## src/rtl/wb_reg_bridge_if.sv

```systemverilog
// wb_reg_bridge_if: Wishbone classic bus between the interconnect master and the register bridge slave.
interface wb_reg_bridge_if;
    logic        wb_cyc_i;
    logic        wb_stb_i;
    logic        wb_we_i;
    logic [15:0] wb_adr_i;
    logic [31:0] wb_dat_i;
    logic [3:0]  wb_sel_i;
    logic [31:0] wb_dat_o;
    logic        wb_ack_o;
    logic        wb_err_o;
    modport master (
        output wb_cyc_i, wb_stb_i, wb_we_i, wb_adr_i, wb_dat_i, wb_sel_i,
        input  wb_dat_o, wb_ack_o, wb_err_o
    );
    modport slave (
        input  wb_cyc_i, wb_stb_i, wb_we_i, wb_adr_i, wb_dat_i, wb_sel_i,
        output wb_dat_o, wb_ack_o, wb_err_o
    );
endinterface

```

## src/rtl/wb_reg_bridge.sv

```systemverilog
// wb_reg_bridge: registers Wishbone cycles into stable address/data and one-cycle strobes for the register decoder.
module wb_reg_bridge #(
    parameter int unsigned RD_WAIT  = 1,
    parameter logic [15:0] ADDR_MIN = 16'h0001,
    parameter logic [15:0] ADDR_MAX = 16'h0010,
    parameter bit          ERR_EN   = 1'b1
) (
    input  logic           clk_i,
    input  logic           rst_n_i,
    wb_reg_bridge_if.slave wb,
    output logic [15:0]    addr_o,
    output logic [31:0]    wr_data_o,
    output logic [3:0]     wr_be_o,
    output logic           wr_stb_o,
    output logic           rd_stb_o,
    input  logic [31:0]    rd_data_i
);
    typedef enum logic [1:0] {IDLE, RWAIT, TERM} state_t;
    state_t      state, state_d;
    logic [2:0]  cnt, cnt_d;
    logic        ack, ack_d, err, err_d, wr_stb_d, rd_stb_d;
    logic [31:0] dat, dat_d, wr_data_d;
    logic [15:0] addr_d;
    logic [3:0]  be_d;
    logic        req, in_range;

    assign req         = wb.wb_cyc_i & wb.wb_stb_i;
    assign in_range    = wb.wb_adr_i >= ADDR_MIN && wb.wb_adr_i <= ADDR_MAX;
    assign wb.wb_ack_o = ack;
    assign wb.wb_err_o = err;
    assign wb.wb_dat_o = dat;

    always_ff @(posedge clk_i or negedge rst_n_i) begin
        if (!rst_n_i) begin
            state     <= IDLE;
            cnt       <= '0;
            ack       <= 1'b0;
            err       <= 1'b0;
            dat       <= '0;
            addr_o    <= '0;
            wr_data_o <= '0;
            wr_be_o   <= '0;
            wr_stb_o  <= 1'b0;
            rd_stb_o  <= 1'b0;
        end else begin
            state     <= state_d;
            cnt       <= cnt_d;
            ack       <= ack_d;
            err       <= err_d;
            dat       <= dat_d;
            addr_o    <= addr_d;
            wr_data_o <= wr_data_d;
            wr_be_o   <= be_d;
            wr_stb_o  <= wr_stb_d;
            rd_stb_o  <= rd_stb_d;
        end
    end

    // Terminations and strobes default low, so every pulse lasts exactly one cycle.
    always_comb begin
        state_d   = state;
        cnt_d     = cnt;
        ack_d     = 1'b0;
        err_d     = 1'b0;
        wr_stb_d  = 1'b0;
        rd_stb_d  = 1'b0;
        dat_d     = dat;
        addr_d    = addr_o;
        wr_data_d = wr_data_o;
        be_d      = wr_be_o;
        case (state)
            IDLE: if (req) begin
                addr_d    = wb.wb_adr_i;
                wr_data_d = wb.wb_dat_i;
                be_d      = wb.wb_sel_i;
                if (!in_range) begin
                    err_d   = ERR_EN;
                    ack_d   = !ERR_EN;
                    dat_d   = ERR_EN ? dat : '0;
                    state_d = TERM;
                end else if (wb.wb_we_i) begin
                    wr_stb_d = 1'b1;
                    ack_d    = 1'b1;
                    state_d  = TERM;
                end else begin
                    rd_stb_d = 1'b1;
                    cnt_d    = 3'(RD_WAIT);
                    state_d  = RWAIT;
                end
            end
            RWAIT: if (!wb.wb_cyc_i) begin
                state_d = IDLE;
            end else if (cnt == 3'd0) begin
                dat_d   = rd_data_i;
                ack_d   = 1'b1;
                state_d = TERM;
            end else begin
                cnt_d = cnt - 3'd1;
            end
            TERM:    state_d = IDLE;
            default: state_d = IDLE;
        endcase
    end
endmodule

```

## src/flat_wrapper.sv

```systemverilog
// flat-port wrapper written by rule: the top's interface ports become plain ports
module wb_reg_bridge_flat 
#(
    parameter int unsigned RD_WAIT  = 1,
    parameter logic [15:0] ADDR_MIN = 16'h0001,
    parameter logic [15:0] ADDR_MAX = 16'h0010,
    parameter bit          ERR_EN   = 1'b1
)
  (clk_i, rst_n_i, addr_o, wr_data_o, wr_be_o, wr_stb_o, rd_stb_o, rd_data_i, wb_wb_cyc_i, wb_wb_stb_i, wb_wb_we_i, wb_wb_adr_i, wb_wb_dat_i, wb_wb_sel_i, wb_wb_dat_o, wb_wb_ack_o, wb_wb_err_o);
  wb_reg_bridge_if wb_i ();
  input  logic clk_i;
  input  logic rst_n_i;
  output logic [15:0] addr_o;
  output logic [31:0] wr_data_o;
  output logic [3:0] wr_be_o;
  output logic wr_stb_o;
  output logic rd_stb_o;
  input  logic [31:0] rd_data_i;
  input wire logic [$bits(wb_i.wb_cyc_i)-1:0] wb_wb_cyc_i;
  input wire logic [$bits(wb_i.wb_stb_i)-1:0] wb_wb_stb_i;
  input wire logic [$bits(wb_i.wb_we_i)-1:0] wb_wb_we_i;
  input wire logic [$bits(wb_i.wb_adr_i)-1:0] wb_wb_adr_i;
  input wire logic [$bits(wb_i.wb_dat_i)-1:0] wb_wb_dat_i;
  input wire logic [$bits(wb_i.wb_sel_i)-1:0] wb_wb_sel_i;
  output wire logic [$bits(wb_i.wb_dat_o)-1:0] wb_wb_dat_o;
  output wire logic [$bits(wb_i.wb_ack_o)-1:0] wb_wb_ack_o;
  output wire logic [$bits(wb_i.wb_err_o)-1:0] wb_wb_err_o;
  assign wb_i.wb_cyc_i = wb_wb_cyc_i;
  assign wb_i.wb_stb_i = wb_wb_stb_i;
  assign wb_i.wb_we_i = wb_wb_we_i;
  assign wb_i.wb_adr_i = wb_wb_adr_i;
  assign wb_i.wb_dat_i = wb_wb_dat_i;
  assign wb_i.wb_sel_i = wb_wb_sel_i;
  assign wb_wb_dat_o = wb_i.wb_dat_o;
  assign wb_wb_ack_o = wb_i.wb_ack_o;
  assign wb_wb_err_o = wb_i.wb_err_o;
  wb_reg_bridge #(.RD_WAIT(RD_WAIT), .ADDR_MIN(ADDR_MIN), .ADDR_MAX(ADDR_MAX), .ERR_EN(ERR_EN)) u_core (.clk_i(clk_i), .rst_n_i(rst_n_i), .wb(wb_i), .addr_o(addr_o), .wr_data_o(wr_data_o), .wr_be_o(wr_be_o), .wr_stb_o(wr_stb_o), .rd_stb_o(rd_stb_o), .rd_data_i(rd_data_i));
endmodule
```

## config.mk

```make
export PLATFORM = sky130hd
export DESIGN_NAME = wb_reg_bridge_flat
export DESIGN_NICKNAME = d
export VERILOG_FILES = /design/src/rtl/wb_reg_bridge_if.sv /design/src/rtl/wb_reg_bridge.sv /design/src/flat_wrapper.sv
export SDC_FILE = /design/constraint.sdc
export NUM_CORES = 1
export LEC_CHECK = 0
export CORE_MARGIN = 1
export CORE_UTILIZATION = 43
export DETAILED_ROUTE_END_ITERATION = 6
export HOLD_SLACK_MARGIN = 0.12
export PLACE_DENSITY = 0.95
export REMOVE_ABC_BUFFERS = 1
export SYNTH_ARGS = -nofsm -noshare
export SYNTH_HDL_FRONTEND = slang
export SYNTH_SLANG_ARGS = --single-unit
```

## constraint.sdc

```tcl
create_clock -name clk_i -period 3.9 [get_ports clk_i]
set_input_delay 0.78 -clock clk_i [delete_from_list [all_inputs] [get_ports clk_i]]
set_output_delay 0.78 -clock clk_i [all_outputs]
set_load 0.02 [all_outputs]
```

Word level (Yosys, flattened, before mapping)
Cells that the tools add are included.
Storage, ports and cells
  flip-flop bits (word level): 93
  input port bits: 89
  output and inout port bits: 88
  word-level logic and storage cells: 55
Cells by class
  add/sub/neg operators: 1
  order comparisons: 2
  eq/ne operators: 7
  mux-type cells: 26
  bitwise logic cells: 1
  reductions and logical operators: 8
Operators with widths (number)
  $ge 16x1->1 const B: 1
  $le 16x5->1 const B: 1
  $mux 3: 5
  $mux 1: 13
  $mux 2: 5
  $ne 2x2->1 const B: 3
  $pmux 3 s2: 1
  $reduce_and 6->1: 1
  $ne 2x1->1 const B: 2
  $pmux 2 s2: 1
  $reduce_and 2->1: 2
  $logic_not 3->1: 1
  $ne 3x2->1 const B: 1
  $reduce_and 3->1: 1
  $sub 3x1->3 const B: 1
  $eq 2x1->1 const B: 1
  $logic_not 2->1: 1
  $pmux 1 s2: 1
  $reduce_bool 2->1: 1
  $and 1x1->1: 1
  $logic_and 1x1->1: 1

Longest topological paths before layout
  depth in word-level cells: 5
  depth in mapped cells: 7
  gate-level depth less buffers: 6

Least setup slack after synthesis
No wires, ideal clock.
  path type: input-to-reg
  start point: input port wb_wb_stb_i
  end point: register u_core.addr_o[0]
  setup time: 125 ps
  arrival time: 1698 ps
  data required time: 3775 ps
  path slack: 2077 ps
  stages: 5
  path buffers: 2
  cell sequence: nand2_1 -> nor3_2 -> buf_2 -> buf_4 -> mux2_2
Between the ends
  word-level cells in the longest chain between the ends: 2
Ends and longest elaborated chain
  start: declaration: RTL line flat_wrapper.sv:20  | input wire logic [$bits(wb_i.wb_stb_i)-1:0] wb_wb_stb_i;
  $and 1x1->1: RTL line wb_reg_bridge.sv:27  | assign req = wb.wb_cyc_i & wb.wb_stb_i;
  $reduce_and 2->1 (no line)
  end signal: assignment: RTL line wb_reg_bridge.sv:51  | addr_o <= addr_d;
  end: declaration: RTL line wb_reg_bridge.sv:11  | output logic [15:0] addr_o,
No other way between the ends.
A chain may end at the register's enable or synchronous reset.

Worst setup path in the final report
  start point: input port wb_wb_cyc_i
  end point: register u_core.dat[18] (netlist: u_core.wb.wb_dat_o[18])
Between the ends
  word-level cells in the longest chain between the ends: 1
Ends and longest elaborated chain
  start: declaration: RTL line flat_wrapper.sv:19  | input wire logic [$bits(wb_i.wb_cyc_i)-1:0] wb_wb_cyc_i;
  $reduce_and 3->1 (no line)
  end signal: assignment: RTL line wb_reg_bridge.sv:50  | dat <= dat_d;
  end: declaration: RTL line wb_reg_bridge.sv:22  | logic [31:0] dat, dat_d, wr_data_d;
No other way between the ends.

==> results_dict.tcl <==
set metrics [dict create \
    synthTopCellsByArea "dfrtp_1 (65%), mux2_2 (26%), buf_4 (1.5%)" \
    post-cts-setup-buffer-count 0 \
    path_cells "clkdlybuf4s50_1 > nand3b_1 > nor2_4 > buf_4 > mux2_2" \
    drcViolationCount 0 \
    cts.repair.resized 0 \
    root_buffer "clkbuf_8" \
    wirelength_um 8540 \
    clkTransAtPathRegs_ns 0.08 \
    finalSetupViolCount 0 \
    port_buffers 176 \
    finalWorstSetupSlack_ns 1.60 \
    rrSetupSlack_ns 1.99 \
    fin_setup_tns_ns 0 \
    via_per_inst 4.91 \
    areaGrowthSynthToFinish_pct 57.7 \
    cp_max_fo 27 \
    ff2ff_path_depth 6 \
    cellPowerDensity_nw_per_um2 413 \
    synth.largest_area_cell "dfrtp_1" \
    worstPathArrival_ns 2.53 \
    ant_nets 0 \
    maxSlewViolCount 0 \
    nNetsFinal 496 \
    critical_path_class "in2reg" \
    max_freq_mhz 434 \
    grt_pass1_vias 2709 \
    reg2reg_to "u_core.wb.wb_dat_o[18]" \
    cts_buffer_depth 2 \
    slowest_stage "clkdlybuf4s50_1" \
    fin_area_sq_um 5680 \
    irDropWorstVdd_v 0.000216 \
    synth_cells 222 \
    die_w_um 93.5 \
    holdBufCountCts 0 \
    grt_overflow 0 \
    maxSlewHeadroom_pct 58.8 \
    dr_total_vias 2531 \
    crit_path_max_incr_delay_ns 0.50 \
    netlist_area_sq_um 3600 \
    endpoint "u_core.wb.wb_dat_o[18]" \
    p_total_uw 2350 \
    status "finished clean" \
    synth_top_area_share_pct 64.7 \
    num_rows 33 \
    grt_max_degree 51 \
    final_util_pct 69.5 \
    crit_start "wb_wb_cyc_i" \
    ys_seq_area_share_pct 64.7 \
    diodes 0 \
    dr.first_iter.drc_count 53 \
    drt_pass1_iterations 4 \
    crit_path_end_kind "register" \
    min_period_ns 2.30 \
    rr_startpoint "u_core.cnt[0]" \
    finalHoldViolCount 0 \
    grt.total_usage_pct 20.2 \
    syn_avg_cell_area_sq_um 16.2 \
    detailed_place.area_sq_um 5470 \
    wl_per_cell_um 16.6 \
    cts_made_buffers 9 \
    final_common_cell "clkdlybuf4s50_1" \
    hold_path_class "reg2reg" \
    dieArea_sq_um 8740 \
    layout_common_cells "clkdlybuf4s50_1 (175), dfrtp_1 (93), mux2_2 (82)" \
    dp_hpwl_um 6510 \
    start_kind "input port" \
    clkSinkCount 93 \
    critPathRequiredTime_ns 4.12 \
    drv_cap 0 \
    grt_first_pass_wirelength_um 13300 \
    ys_warn_count 0 \
    place_congestion 0.727 \
    finalCritPeriodShare_pct 59.1 \
    tightestPinTransition_ns 0.618 \
    ios 177 \
    htree_levels 3 \
    start_util_pct 44.0 \
    clock_latency_ns 0.34 \
    p_leak_uw 0.00244 \
    fp.coreArea_sq_um 8180 \
    die_h_um 93.5 \
    ys_ff_latch 93 \
    final_layout_size_suffix_gt1_share_pct 26.6 \
    finalClockSkew_ns 0.00883 \
    post-place-ws_ns 1.24 \
    cts_tree "built" \
    rsz0062_at_grt "no" \
    antenna_found_initial 0 \
    synth.distinct_cells 27 \
    holdPathStages 1 \
]
[per-layer routing]
metal	routed length, um	global-route usage, %	up-vias
li1	-	-	1151
met3	594	6.02	14
met2	4520	36.2	102
met4	153	7.69	0
met1	3270	22.5	1264
met5	0	0	-
[where the power goes]
part	internal [uW]	switching, uW	total [uW]
Combinational	321	240	561
Sequential	1060	50.0	1110
Clock	359	315	674
[critical path: cells and delay by family]
kind,cells,cell delay (ns)
buffers and inverters,2,0.89
and+or+nand+nor,2,0.45
muxes,1,0.39
[area by class of cell]
cell class	count	area, sq um
Sequential cell	93	2330
Multi-Input combinational cell	116	1200
Tap cell	105	131
Inverter	4	15.0
Clock buffer	11	131
Fill cell	585	2500
Timing Repair Buffer	181	1800
Clock inverter	5	75.1
[synth_stat cells]
| library cell | count |
|---|---|
| dfrtp_1 | 93 |
| mux2_2 | 82 |
| buf_4 | 7 |
| inv_1 | 4 |
| nand2_1 | 4 |
| nor2_1 | 4 |
| nor4_2 | 3 |
| a21oi_1 | 2 |
| buf_2 | 2 |
| ha_1 | 2 |
| mux2_1 | 2 |
| nand2b_1 | 2 |
| a31o_2 | 1 |
| and3_1 | 1 |
| nand3_1 | 1 |
| nand3b_1 | 1 |
| nor2_4 | 1 |
| nor2b_1 | 1 |
| nor3_1 | 1 |
| nor3_2 | 1 |
| nor4b_1 | 1 |
| nor4b_4 | 1 |
| o21ba_1 | 1 |
| o22ai_1 | 1 |
| o32ai_1 | 1 |
| or2b_1 | 1 |
| xor2_1 | 1 |
[stage by stage]
stage          hold slack [ns]  instances
6_report                 0.489        515
5_1_grt                  0.516        515
4_1_cts                  0.494        515
3_5_place_dp             0.475        499
3_3_place_gp             0.471        499
2_1_floorplan            0.479        213
[how the worst min path moves through the flow]
stage                                   to                   start
floorplan                 u_core.addr_o[0]                 rst_n_i
global placement    u_core.wb.wb_dat_o[30]  u_core.wb.wb_dat_o[30]
detailed placement  u_core.wb.wb_dat_o[30]  u_core.wb.wb_dat_o[30]
CTS                 u_core.wb.wb_dat_o[30]  u_core.wb.wb_dat_o[30]
global route           u_core.wr_data_o[7]                 rst_n_i
finish              u_core.wb.wb_dat_o[30]  u_core.wb.wb_dat_o[30]
[logic make-up after synthesis]
| logic type | synth area share (%) |
|---|---|
| AO/OA/AOI/OAI | 1.22 |
| XOR/XNOR | 0.243 |
| adder cells (fa/ha/maj) | 0.695 |
| buffers and inverters | 2.15 |
| flip-flops | 64.7 |
| multiplexers | 26.3 |
| AND/OR/NAND/NOR | 4.76 |
[state kept, by name, summed over array words and instances, names as in the netlist]
register            cells
u_core.wr_data_o       32
u_core.wb.wb_err_o      1
u_core.wr_be_o          4
u_core.state            2
u_core.wb.wb_dat_o     32
u_core.cnt              3
u_core.addr_o          16
u_core.wb.wb_ack_o      1
u_core.rd_stb_o         1
u_core.wr_stb_o         1
(Power assumes the default switching activity.)
